==> src/rtl/tlul_sram_resp.sv <==
// TL-UL device adapter for a single-port SRAM macro with 1-cycle read latency.
// The TL-UL channel types live in tlul_pkg, kept beside the adapter that consumes them.
package tlul_pkg;
    typedef enum logic [2:0] {
        PutFullData    = 3'h0,
        PutPartialData = 3'h1,
        Get            = 3'h4
    } tl_a_op_e;

    typedef enum logic [2:0] {
        AccessAck     = 3'h0,
        AccessAckData = 3'h1
    } tl_d_op_e;

    localparam logic [3:0] TL_D_USER_DEFAULT = 4'h0;

    typedef struct packed {
        logic        a_valid;
        logic [2:0]  a_opcode;
        logic [1:0]  a_size;
        logic [7:0]  a_source;
        logic [31:0] a_address;
        logic [3:0]  a_mask;
        logic [31:0] a_data;
        logic        d_ready;
    } tl_h2d_t;

    typedef struct packed {
        logic        d_valid;
        logic [2:0]  d_opcode;
        logic [2:0]  d_param;
        logic [1:0]  d_size;
        logic [7:0]  d_source;
        logic        d_sink;
        logic [31:0] d_data;
        logic [3:0]  d_user;
        logic        d_error;
        logic        a_ready;
    } tl_d2h_t;
endpackage

module tlul_sram_resp
    import tlul_pkg::*;
#(
    parameter logic [31:0] BaseAddr = 32'h0000_0000,
    parameter int unsigned MemDepth = 1024,
    parameter int unsigned RspDepth = 3
) (
    input  logic                        clk_i,
    input  logic                        rst_ni,
    input  tl_h2d_t                     tl_i,
    output tl_d2h_t                     tl_o,
    output logic                        req_o,
    output logic                        we_o,
    output logic [$clog2(MemDepth)-1:0] addr_o,
    output logic [31:0]                 wdata_o,
    output logic [31:0]                 wmask_o,
    input  logic [31:0]                 rdata_i
);
    localparam int unsigned AW = $clog2(MemDepth);
    localparam int unsigned PW = $clog2(RspDepth);
    localparam int unsigned CW = $clog2(RspDepth + 1);
    localparam logic [32:0] MemBytes = 33'(MemDepth) * 33'd4;

    typedef struct packed {
        logic        get;
        logic        err;
        logic [1:0]  size;
        logic [7:0]  source;
        logic [31:0] data;
    } rsp_t;

    logic          a_ready, accept, is_get, is_put, a_err;
    logic          align_err, range_err, mask_err;
    logic [31:0]   offset;
    logic [3:0]    full_mask;

    logic          pend_valid, pend_get, pend_err;
    logic [1:0]    pend_size;
    logic [7:0]    pend_source;

    rsp_t          fifo_q [RspDepth];
    rsp_t          push_entry, head;
    logic [PW-1:0] wptr, rptr;
    logic [CW-1:0] count;
    logic          d_valid, pop;

    // Registered state only, so d_ready never reaches a_ready combinationally.
    assign a_ready = (32'(count) + 32'(pend_valid)) < RspDepth;
    assign accept  = tl_i.a_valid & a_ready;

    always_comb begin
        is_get = (tl_i.a_opcode == Get);
        is_put = (tl_i.a_opcode == PutFullData) || (tl_i.a_opcode == PutPartialData);
        offset = tl_i.a_address - BaseAddr;
        range_err = (tl_i.a_address < BaseAddr) || ({1'b0, offset} >= MemBytes);
        align_err = 1'b0;
        full_mask = 4'hF;
        case (tl_i.a_size)
            2'd0: full_mask = 4'b0001 << tl_i.a_address[1:0];
            2'd1: begin
                align_err = tl_i.a_address[0];
                full_mask = 4'b0011 << tl_i.a_address[1:0];
            end
            default: align_err = (tl_i.a_address[1:0] != 2'b00);
        endcase
        mask_err = (tl_i.a_opcode == PutFullData) && (tl_i.a_mask != full_mask);
        a_err = !(is_get || is_put) || (tl_i.a_size == 2'd3) || align_err || range_err || mask_err;
    end

    always_comb begin
        req_o   = accept & !a_err;
        we_o    = req_o & is_put;
        addr_o  = req_o ? offset[AW+1:2] : '0;
        wdata_o = req_o ? tl_i.a_data : '0;
        wmask_o = '0;
        for (int unsigned i = 0; i < 4; i++) begin
            wmask_o[8*i +: 8] = {8{req_o & tl_i.a_mask[i]}};
        end
    end

    always_ff @(posedge clk_i or negedge rst_ni) begin
        if (!rst_ni) begin
            pend_valid  <= 1'b0;
            pend_get    <= 1'b0;
            pend_err    <= 1'b0;
            pend_size   <= '0;
            pend_source <= '0;
        end else begin
            pend_valid <= accept;
            if (accept) begin
                pend_get    <= is_get;
                pend_err    <= a_err;
                pend_size   <= tl_i.a_size;
                pend_source <= tl_i.a_source;
            end
        end
    end

    always_comb begin
        push_entry.get    = pend_get;
        push_entry.err    = pend_err;
        push_entry.size   = pend_size;
        push_entry.source = pend_source;
        push_entry.data   = pend_get ? (pend_err ? '1 : rdata_i) : '0;
    end

    // Storage needs no reset: entries are only visible through count.
    always_ff @(posedge clk_i) begin
        if (pend_valid) fifo_q[wptr] <= push_entry;
    end

    assign d_valid = (count != '0);
    assign pop     = d_valid & tl_i.d_ready;
    assign head    = fifo_q[rptr];

    always_ff @(posedge clk_i or negedge rst_ni) begin
        if (!rst_ni) begin
            wptr  <= '0;
            rptr  <= '0;
            count <= '0;
        end else begin
            if (pend_valid) wptr <= (wptr == PW'(RspDepth - 1)) ? '0 : wptr + PW'(1);
            if (pop)        rptr <= (rptr == PW'(RspDepth - 1)) ? '0 : rptr + PW'(1);
            case ({pend_valid, pop})
                2'b10:   count <= count + CW'(1);
                2'b01:   count <= count - CW'(1);
                default: count <= count;
            endcase
        end
    end

    always_comb begin
        tl_o         = '0;
        tl_o.a_ready = a_ready;
        if (d_valid) begin
            tl_o.d_valid  = 1'b1;
            tl_o.d_opcode = head.get ? AccessAckData : AccessAck;
            tl_o.d_size   = head.size;
            tl_o.d_source = head.source;
            tl_o.d_data   = head.data;
            tl_o.d_user   = TL_D_USER_DEFAULT;
            tl_o.d_error  = head.err;
        end
    end
endmodule

==> config.mk <==
export PLATFORM = sky130hd
export DESIGN_NAME = tlul_sram_resp
export DESIGN_NICKNAME = d
export VERILOG_FILES = /design/src/rtl/tlul_sram_resp.sv
export SDC_FILE = /design/constraint.sdc
export NUM_CORES = 1
export LEC_CHECK = 0
export ABC_AREA = 1
export CAP_MARGIN = 20
export CORE_ASPECT_RATIO = 2
export CORE_MARGIN = 4
export CORE_UTILIZATION = 42
export DETAILED_ROUTE_END_ITERATION = 8
export PLACE_DENSITY = 0.88
export SETUP_SLACK_MARGIN = 0.02
export SYNTH_ARGS = -nofsm -noshare
export SYNTH_HDL_FRONTEND = slang
export SYNTH_SLANG_ARGS = --single-unit
==> constraint.sdc <==
create_clock -name clk_i -period 4 [get_ports clk_i]
set_input_delay 1 -clock clk_i [delete_from_list [all_inputs] [get_ports clk_i]]
set_output_delay 1 -clock clk_i [all_outputs]
set_load 0.02 [all_outputs]
==> flow_metrics.env, run 1 <==
export IMPL_drtPass1Iterations=5
export IMPL_hold_buffers=0
export IMPL_grt_pass1_wl_microns=31000
export IMPL_syn_inst=790
export IMPL_initial_core_util=0.429
export IMPL_post_route_util=0.605
export IMPL_cts_sinks=151
export IMPL_wl_microns=20000
export IMPL_synth_cell_types=30
export IMPL_fin_area_sq_mm=0.0105
export IMPL_clock_latency_ns=0.41
export IMPL_numCtsBuffers=17
export IMPL_setup_viol=0
export IMPL_fp_row_count=68
export IMPL_overflow=0
export IMPL_antenna_found_initial=0
export IMPL_ioPinCount=249
export IMPL_nets=1143
export IMPL_fmax_ghz=0.255
export IMPL_synth_seq_cells=151
export IMPL_worst_slew_pin_slew_ns=1.00
export IMPL_mostFrequentLayoutCells="inv_1, clkdlybuf4s50_1, edfxtp_1"
export IMPL_grt_util_all_layers=0.200
export IMPL_vias_per_cell=4.87
export IMPL_cp_arrival_ns=2.93
export IMPL_fin_setup_tns_ns=0
export IMPL_ir_drop_mv=0.450
export IMPL_maxSlewViolCount=0
export IMPL_power_density_mw_per_mm2=700
export IMPL_end_kind="output pin"
export IMPL_ys_seq_area_frac=0.596
export IMPL_synthesis_area_sq_mm=0.00744
export IMPL_fin_skew_ns=0.00969
export IMPL_hold_viol_final=0
export IMPL_required_ns=3.00
export IMPL_status="completed"
export IMPL_ant_nets=0
export IMPL_min_period_over_period=0.981
export IMPL_dieArea_sq_mm=0.0200
export IMPL_dieWidth_microns=102
export IMPL_grt_max_degree=45
export IMPL_hold_path_class="register to register"
export IMPL_dp_hpwl_microns=13800
export IMPL_yosys_warnings=0
export IMPL_wl_per_cell_microns=16.0
export IMPL_gpl_final_weighted_congestion=0.875
export IMPL_final_common_cell="inv_1"
export IMPL_syn_area_per_cell_sq_um=9.42
export IMPL_layout_min_cycle_time_ns=3.93
export IMPL_n_antenna_cell=0
export IMPL_placed_area_sq_mm=0.00998
export IMPL_rsz0062_at_grt="true"
export IMPL_numPortBuffers=238
export IMPL_die_h_microns=196
export IMPL_syn2layout_area_growth_pct=41.1
export IMPL_cts_tree="done"
export IMPL_grt_pass1_vias=6382
export IMPL_crit_fanout=6
export IMPL_worst_setup_path_type="input port to output pin"
export IMPL_cts_root_buf="clkbuf_16"
export IMPL_start_kind="input port"
export IMPL_core_area_sq_mm=0.0174
export IMPL_drcViolationCount=0
export IMPL_htreeDepth=4
export IMPL_drtIter0Drc=277
export IMPL_p_leak_uw=0.00482
export IMPL_clockBufferDepth=2
export IMPL_cap_viol_max_count=0
export IMPL_slew_headroom=0.328
export IMPL_num_vias=6069
export IMPL_drive_above_1_share=0.167
export IMPL_clk_pin_slew_ns=0.06
[cell type report]
| type | count | area (sq um) |
|---|---|---|
| Multi-Input combinational cell | 404 | 2020 |
| Fill cell | 1410 | 6850 |
| Sequential cell | 151 | 4440 |
| Timing Repair Buffer | 279 | 2520 |
| Clock buffer | 20 | 489 |
| Tap cell | 210 | 263 |
| Inverter | 170 | 638 |
| Clock inverter | 12 | 135 |
[Yosys cell counts]
library cell | instances | area share
nand4_1 | 1 | 0.00084
nand2_1 | 121 | 0.061
buf_2 | 7 | 0.0047
o21ai_0 | 50 | 0.034
buf_1 | 3 | 0.0015
buf_12 | 2 | 0.0054
inv_2 | 2 | 0.0010
nand2_2 | 3 | 0.0025
or2_1 | 1 | 0.00084
buf_4 | 40 | 0.040
nand3_1 | 27 | 0.018
clkbuf_1 | 22 | 0.011
nor4_1 | 2 | 0.0017
buf_6 | 1 | 0.0015
xnor2_1 | 2 | 0.0024
dfrtp_1 | 19 | 0.064
nor3b_2 | 1 | 0.0017
a21oi_1 | 4 | 0.0027
ha_1 | 3 | 0.0050
clkinv_1 | 1 | 0.00050
nor2_1 | 129 | 0.065
nor2_4 | 19 | 0.029
nor2_2 | 1 | 0.00084
o211ai_1 | 22 | 0.022
inv_1 | 167 | 0.084
conb_1 | 1 | 0.00050
nor3_1 | 3 | 0.0020
edfxtp_1 | 132 | 0.53
or2_2 | 2 | 0.0017
o21bai_1 | 2 | 0.0020
[cell families (layout without fill, tap and decap cells)]
group,Yosys count,count (layout),share of synthesized area
and+or+nand+nor,310,311,0.185
buffers and inverters,245,481,0.150
DFF,151,151,0.596
AOI/OAI and AO/OA,78,78,0.0605
adders and majority gates,3,3,0.00504
xor gates and xnor gates,2,2,0.00235
other,1,10,0.000504
[report_power, final]
group,switching [uW],internal [uW],total [uW]
Combinational,1940,1230,3170
Clock,629,1020,1650
Sequential,196,2340,2530
Total,2760,4590,7350
[per-layer routing]
metal  part of all wire  vias up  GRT usage
met5                  0        -          0
met4              0.033        0     0.0861
li1                   -     2885          -
met2               0.56      312      0.381
met1               0.33     2832      0.197
met3              0.083       40     0.0498
[worst max-delay path, cell delays in order]
cell,delay [ns]
clkdlybuf4s50_1,0.43
inv_2,0.13
nand2_2,0.09
o21ai_1,0.15
nand4_1,0.19
nor2_4,0.15
buf_12,0.14
nand2_8,0.07
buf_4,0.16
nor2_1,0.08
dlygate4sd2_1,0.34
[path summary, 6_finish.rpt]
path	slack (ns)	cells after the start	from	endpoint
min reg2reg	0.50	0	pend_source[6]	fifo_q[0][38]
min	0.50	0	pend_source[6]	fifo_q[0][38]
min in group asynchronous	1.09	1	rst_ni	pend_source[1]
max in group asynchronous	2.28	1	rst_ni	rptr[1]
max	0.07	11	tl_i[37]	we_o
max reg2reg	1.99	9	count[0]	pend_get
[repair_timing]
action,4_1_cts,5_1_grt
buffers inserted,0,2
pin swaps,0,4
setup endpoints to repair,74,74
cloned,0,3
resized for setup,94,133
[flip-flops by register name, indices dropped and copies added, names as in the netlist, 2 cells and up]
signal       cells
count            2
fifo_q         132
pend_size        2
pend_source      8
rptr             2
wptr             2
[through the flow]
step	instances	hold slack, ns	total power [uW]	setup slack (ns)
3_3_place_gp	1209	0.471	5640	-0.311
4_1_cts	1241	0.503	7410	0.0243
3_5_place_dp	1209	0.488	5740	-0.396
6_report	1246	0.502	7350	0.0744
2_1_floorplan	799	0.457	4320	0.00506
5_1_grt	1246	0.526	7810	-0.0118
No activity file was read; power rests on OpenSTA's default activity.
==> run 2, diff against run 1 <==
Settings changed: CORE_UTILIZATION 42 to 43, CTS_BUF_LIST set to sky130_fd_sc_hd__clkbuf_2, PLACE_DENSITY 0.88 to 0.9, SKIP_CTS_REPAIR_TIMING set to 1.
==> run 2 against run 1 <==
- the flow now finishes with violations (negative setup slack)
- power fell by 8.9%
- sequential power barely moved
- via count rose by 0.40%
- clock-buffer cell count fell by 3
- global-route usage fell by 0.24 points
==> flow_metrics.env, run 2 (synthesis results as in run 1) <==
export IMPL_status="finished, violations left"
export IMPL_violations="negative setup slack"
export IMPL_nFillCells=1225
export IMPL_worst_setup_path_type="input port to output pin"
export IMPL_slew_headroom=0.399
export IMPL_largest_reg_flops=132
export IMPL_power_density_mw_per_mm2=618
export IMPL_r2r_slack_ns=1.73
export IMPL_grt_max_degree=47
export IMPL_largest_register="fifo_q"
export IMPL_clockBufferDepth=2
export IMPL_min_period_over_period=1.02
export IMPL_power_uw=6690
export IMPL_fin_area_sq_mm=0.0108
export IMPL_htreeDepth=4
export IMPL_p_leak_uw=0.00478
export IMPL_fmax_ghz=0.246
export IMPL_dp_hpwl_microns=14100
export IMPL_placed_area_sq_mm=0.00993
export IMPL_rr_endpoint="fifo_q[0][16]"
export IMPL_ioPinCount=249
export IMPL_core_area_sq_mm=0.0168
export IMPL_drtIter0Drc=269
export IMPL_cp_arrival_ns=3.07
export IMPL_gpl_final_weighted_congestion=0.979
export IMPL_grt_pass1_vias=6282
export IMPL_nets=1146
export IMPL_largestRegisters="fifo_q (132), pend_source (8)"
export IMPL_crit_fanout=8
export IMPL_ir_drop_mv=0.302
export IMPL_netSwitchingFraction=0.408
export IMPL_switchingPower_uw=2730
export IMPL_seq_area_sq_mm=0.00445
export IMPL_dieWidth_microns=101
export IMPL_fin_skew_ns=0.0326
export IMPL_numCtsBuffers=17
export IMPL_grt_pass1_wl_microns=29800
export IMPL_holdPathStages=0
export IMPL_wl_microns=21000
export IMPL_ant_nets=0
export IMPL_worst_slew_pin_slew_ns=0.898
export IMPL_vias_per_cell=4.88
export IMPL_drtPass1Iterations=5
export IMPL_seq_power_share=0.376
export IMPL_dp_worst_setup_slack_ns=-0.312
export IMPL_antenna_found_initial=2
export IMPL_layout_min_cycle_time_ns=4.07
export IMPL_start_kind="input port"
export IMPL_cts_sinks=151
export IMPL_pwr_share_comb=0.490
export IMPL_hold_end="fifo_q[1][37]"
export IMPL_dieArea_sq_mm=0.0196
export IMPL_hp_start="pend_source[5]"
export IMPL_final_common_cell="inv_1"
export IMPL_num_vias=6093
export IMPL_r2r_cells=4
export IMPL_cts_tree="done"
export IMPL_required_ns=3.00
export IMPL_rsz0062_at_grt="true"
export IMPL_die_h_microns=194
export IMPL_initial_core_util=0.442
export IMPL_mostFrequentLayoutCells="inv_1, clkdlybuf4s50_1, edfxtp_1"
export IMPL_grt_util_all_layers=0.198
export IMPL_end_kind="output pin"
export IMPL_syn2layout_area_growth_pct=45.5
export IMPL_wl_per_cell_microns=16.8
export IMPL_hold_viol_final=0
export IMPL_setup_viol=7
export IMPL_p_int_uw=3960
export IMPL_drive_above_1_share=0.213
export IMPL_hold_path_class="register to register"
export IMPL_cap_viol_max_count=0
export IMPL_fp_row_count=67
export IMPL_clk_pin_slew_ns=0.24
export IMPL_numPortBuffers=238
export IMPL_clock_latency_ns=0.71
export IMPL_setup_ws_ns=-0.0707
export IMPL_overflow=0
export IMPL_maxSlewViolCount=0
export IMPL_cts_root_buf="clkbuf_2"
export IMPL_r2r_start="pend_valid"
export IMPL_multi_input_comb_area_sq_mm=0.00222
export IMPL_drcViolationCount=0
export IMPL_fin_hold_ws_ns=0.514
export IMPL_p_clk_frac=0.134
-- run 2: cell types whose count changed in the layout (fill, tap and decap cells not counted), sizes merged --
cell / previous run / this run
buf: 50 / 116
clkdlybuf4s15: 12 / 0
inv: 174 / 176
dlygate4sd2: 10 / 0
dlymetal6s2s: 3 / 1
clkinvlp: 0 / 1
clkdlybuf4s50: 159 / 161
clkbuf: 65 / 21
diode: 0 / 2
-- run 2: power groups by stage --
stage,clock network [uW],logic [uW],registers (uW)
3_5_place_dp,0,3160,2570
3_3_place_gp,0,3060,2550
2_1_floorplan,0,1820,2500
5_1_grt,996,3600,2550
4_1_cts,920,3170,2530
6_report,895,3280,2520
-- run 2: metrics by stage --
step           instances  setup TNS (ns)  utilization
2_1_floorplan        799               0            -
4_1_cts             1230          -42.10        0.605
3_5_place_dp        1198          -20.60        0.589
3_3_place_gp        1197          -18.59        0.588
6_report            1248          -0.308        0.643
5_1_grt             1248           -6.45        0.643
-- run 2: worst max path at each step --
stage | startpoint | to | slack (ns) | depth (start not counted)
floorplan | pend_valid | fifo_q[0][0] | 0.005 | 2
global placement | tl_i[78] | wmask_o[14] | -0.27 | 14
detailed placement | tl_i[38] | wdata_o[2] | -0.31 | 10
CTS | count[0] | wdata_o[2] | -0.54 | 11
global route | count[0] | addr_o[6] | -0.19 | 12
finish | tl_i[37] | addr_o[1] | -0.07 | 11
-- run 2: per-layer routing --
metal  track usage  vias to the layer above  part of all wire
li1              -                     2897                 -
met2         0.377                      287              0.58
met4         0.105                        0             0.039
met1         0.185                     2870              0.30
met3        0.0468                       39             0.077
met5             0                        -                 0
-- run 2: critical path, cell delays in order --
cell and delay, ns:
clkdlybuf4s50_1 0.41, inv_1 0.16, nand2_1 0.15, o21ai_0 0.20, nand4_1 0.22, nor2_4 0.27, nand2_8 0.15, buf_4 0.17
buf_8 0.14, nor2_4 0.08, buf_6 0.12
-- run 2: layout make-up --
type,instances,share of cell area
inverter,170,0.0594
tap,207,0.0239
clock buffer,17,0.00785
sequential,151,0.410
clock inverter,15,0.0171
antenna,2,0.000462
timing repair buffer,282,0.276
multi-input combinational,404,0.205
==> run 3, diff against run 2 <==
Settings changed: CORE_ASPECT_RATIO 2 to 0.7, SLEW_MARGIN set to 20.
==> run 3 against run 2 <==
- the run now ends clean
- first-iteration DRC count grew 64%
- combinational power down 2%
- sequential power about the same
- non-clock buffer count down 5
- setup slack gained 0.22 ns
- core utilization decreased by 3.0 points
- power decreased by 1.5%
- register-to-register slack worse by 0.15 ns
- critical endpoint is now tl_o[44]
- largest cell class unchanged
- largest power group unchanged
==> flow_metrics.env, run 3 (synthesis results as in run 1) <==
export IMPL_clockBufferDepth=2
export IMPL_rsz0062_at_grt="true"
export IMPL_worstPathCellList="nor2_1 -> clkinvlp_4 -> buf_4 -> o21ai_0 -> inv_1 -> clkdlybuf4s50_1"
export IMPL_drcViolationCount=0
export IMPL_ant_nets=0
export IMPL_wl_met3_microns=1930
export IMPL_hold_path_class="register to register"
export IMPL_drtPass1Iterations=5
export IMPL_nets=1143
export IMPL_end_kind="output pin"
export IMPL_numCtsBuffers=17
export IMPL_cpLargestDelayFamily="buffers and inverters"
export IMPL_dr_max_layer_used="met4"
export IMPL_netSwitchingFraction=0.401
export IMPL_nFillCells=1354
export IMPL_wl_met1_microns=7470
export IMPL_slowest_stage="clkdlybuf4s50_1"
export IMPL_fin_setup_tns_ns=0
export IMPL_p_int_uw=3950
export IMPL_crit_fanout=17
export IMPL_layout_min_cycle_time_ns=3.85
export IMPL_maxSlewViolCount=0
export IMPL_dr_wl_met2_microns=10200
export IMPL_final_common_cell="inv_1"
export IMPL_switchingPower_uw=2640
export IMPL_largest_reg_flops=132
export IMPL_wl_microns=19900
export IMPL_htreeDepth=4
export IMPL_fmax_ghz=0.260
export IMPL_fp_row_count=39
export IMPL_vias_per_cell=4.66
export IMPL_initial_core_util=0.447
export IMPL_grt_util_all_layers=0.194
export IMPL_core_area_sq_mm=0.0166
export IMPL_worst_path_buf_inv=4
export IMPL_wl_per_cell_microns=15.8
export IMPL_num_vias=5885
export IMPL_mostFrequentLayoutCells="inv_1, clkdlybuf4s50_1, edfxtp_1"
export IMPL_min_period_over_period=0.961
export IMPL_start_kind="register"
export IMPL_die_h_microns=118
export IMPL_drive_above_1_share=0.188
export IMPL_gpl_final_weighted_congestion=0.792
export IMPL_cts_tree="done"
export IMPL_cp_arrival_ns=2.85
export IMPL_grt_pass1_vias=5904
export IMPL_antenna_found_initial=1
export IMPL_p_leak_uw=0.00465
export IMPL_fin_skew_ns=0.0350
export IMPL_p_clk_frac=0.127
export IMPL_syn2layout_area_growth_pct=37.0
export IMPL_overflow=0
export IMPL_ir_drop_mv=0.444
export IMPL_placed_area_sq_mm=0.00991
export IMPL_dieArea_sq_mm=0.0195
export IMPL_grt_max_degree=46
export IMPL_hold_viol_final=0
export IMPL_worst_setup_path_type="register to output pin"
export IMPL_cap_viol_max_count=0
export IMPL_clock_latency_ns=0.68
export IMPL_setup_viol=0
export IMPL_worst_slew_pin_slew_ns=0.873
export IMPL_pwr_share_comb=0.490
export IMPL_required_ns=3.00
export IMPL_cts_root_buf="clkbuf_2"
export IMPL_status="completed"
export IMPL_cts_sinks=151
export IMPL_critPathMaxStageDelay_ns=0.55
export IMPL_dp_hpwl_microns=13900
export IMPL_largest_register="fifo_q"
export IMPL_drtIter0Drc=441
export IMPL_dieWidth_microns=165
export IMPL_seq_power_share=0.383
export IMPL_numPortBuffers=238
export IMPL_grt_pass1_wl_microns=29500
export IMPL_ioPinCount=249
export IMPL_slew_headroom=0.416
export IMPL_fin_area_sq_mm=0.0102
export IMPL_clk_pin_slew_ns=0.21
export IMPL_power_uw=6600
export IMPL_power_density_mw_per_mm2=647
export IMPL_largestRegisters="fifo_q (132), pend_source (8)"
[run 3: cell count changes in the layout (fill, tap and decap cells not counted), moves of 3 or more]
cell,delta
buf_6,-67
buf_4,+33
buf_2,+23
nor2_4,-23
nor2_1,+19
clkbuf_2,+14
inv_6,-6
clkinv_1,+4
nor2_2,+4
buf_8,-3
clkinv_4,-3
[run 3: stage by stage]
| stage | setup WS [ns] | std cells | hold WS, ns | utilization |
|---|---|---|---|---|
| final | 0.154 | 1262 | 0.520 | 0.613 |
| after floorplan | 0.00506 | 799 | 0.457 | - |
| after global routing | -0.0451 | 1262 | 0.543 | 0.613 |
| after detailed placement | -0.282 | 1215 | 0.480 | 0.595 |
| after global placement | -0.200 | 1215 | 0.475 | 0.595 |
| after CTS | -0.462 | 1247 | 0.514 | 0.609 |
[run 3: layout make-up]
cell class | instances | area, sq um | area share
Antenna cell | 1 | 2.50 | 0.000245
Clock buffer | 20 | 100 | 0.00982
Clock inverter | 12 | 135 | 0.0133
Inverter | 170 | 642 | 0.0629
Multi-Input combinational cell | 405 | 2060 | 0.202
Sequential cell | 151 | 4450 | 0.436
Tap cell | 225 | 282 | 0.0276
Timing Repair Buffer | 277 | 2520 | 0.247
Timing Repair inverter | 1 | 7.51 | 0.000736
[run 3: final timing paths]
path / endpoint / cells after the start / start / slack, ns
worst max-delay path: tl_o[44] / 6 / count[0] / 0.15
worst min-delay path: fifo_q[2][37] / 0 / pend_source[5] / 0.52
worst max register to register: count[1] / 9 / count[0] / 1.58
worst min register to register: fifo_q[2][37] / 0 / pend_source[5] / 0.52
max in group asynchronous: rptr[1] / 1 / rst_ni / 2.58
min in group asynchronous: rptr[1] / 1 / rst_ni / 0.80
[run 3: power by group through the flow]
| stage | Clock [uW] | Combinational, uW | Sequential [uW] |
|---|---|---|---|
| after floorplan | 0 | 1820 | 2500 |
| after global placement | 0 | 3010 | 2540 |
| after detailed placement | 0 | 3100 | 2570 |
| after CTS | 845 | 3110 | 2530 |
| after global routing | 913 | 3550 | 2570 |
| final | 835 | 3230 | 2530 |
[run 3: layer usage]
layer	track usage	vias to the layer above
met3	0.0620	28
met4	0.0457	0
li1	-	2882
met2	0.350	263
met5	0	-
met1	0.223	2712
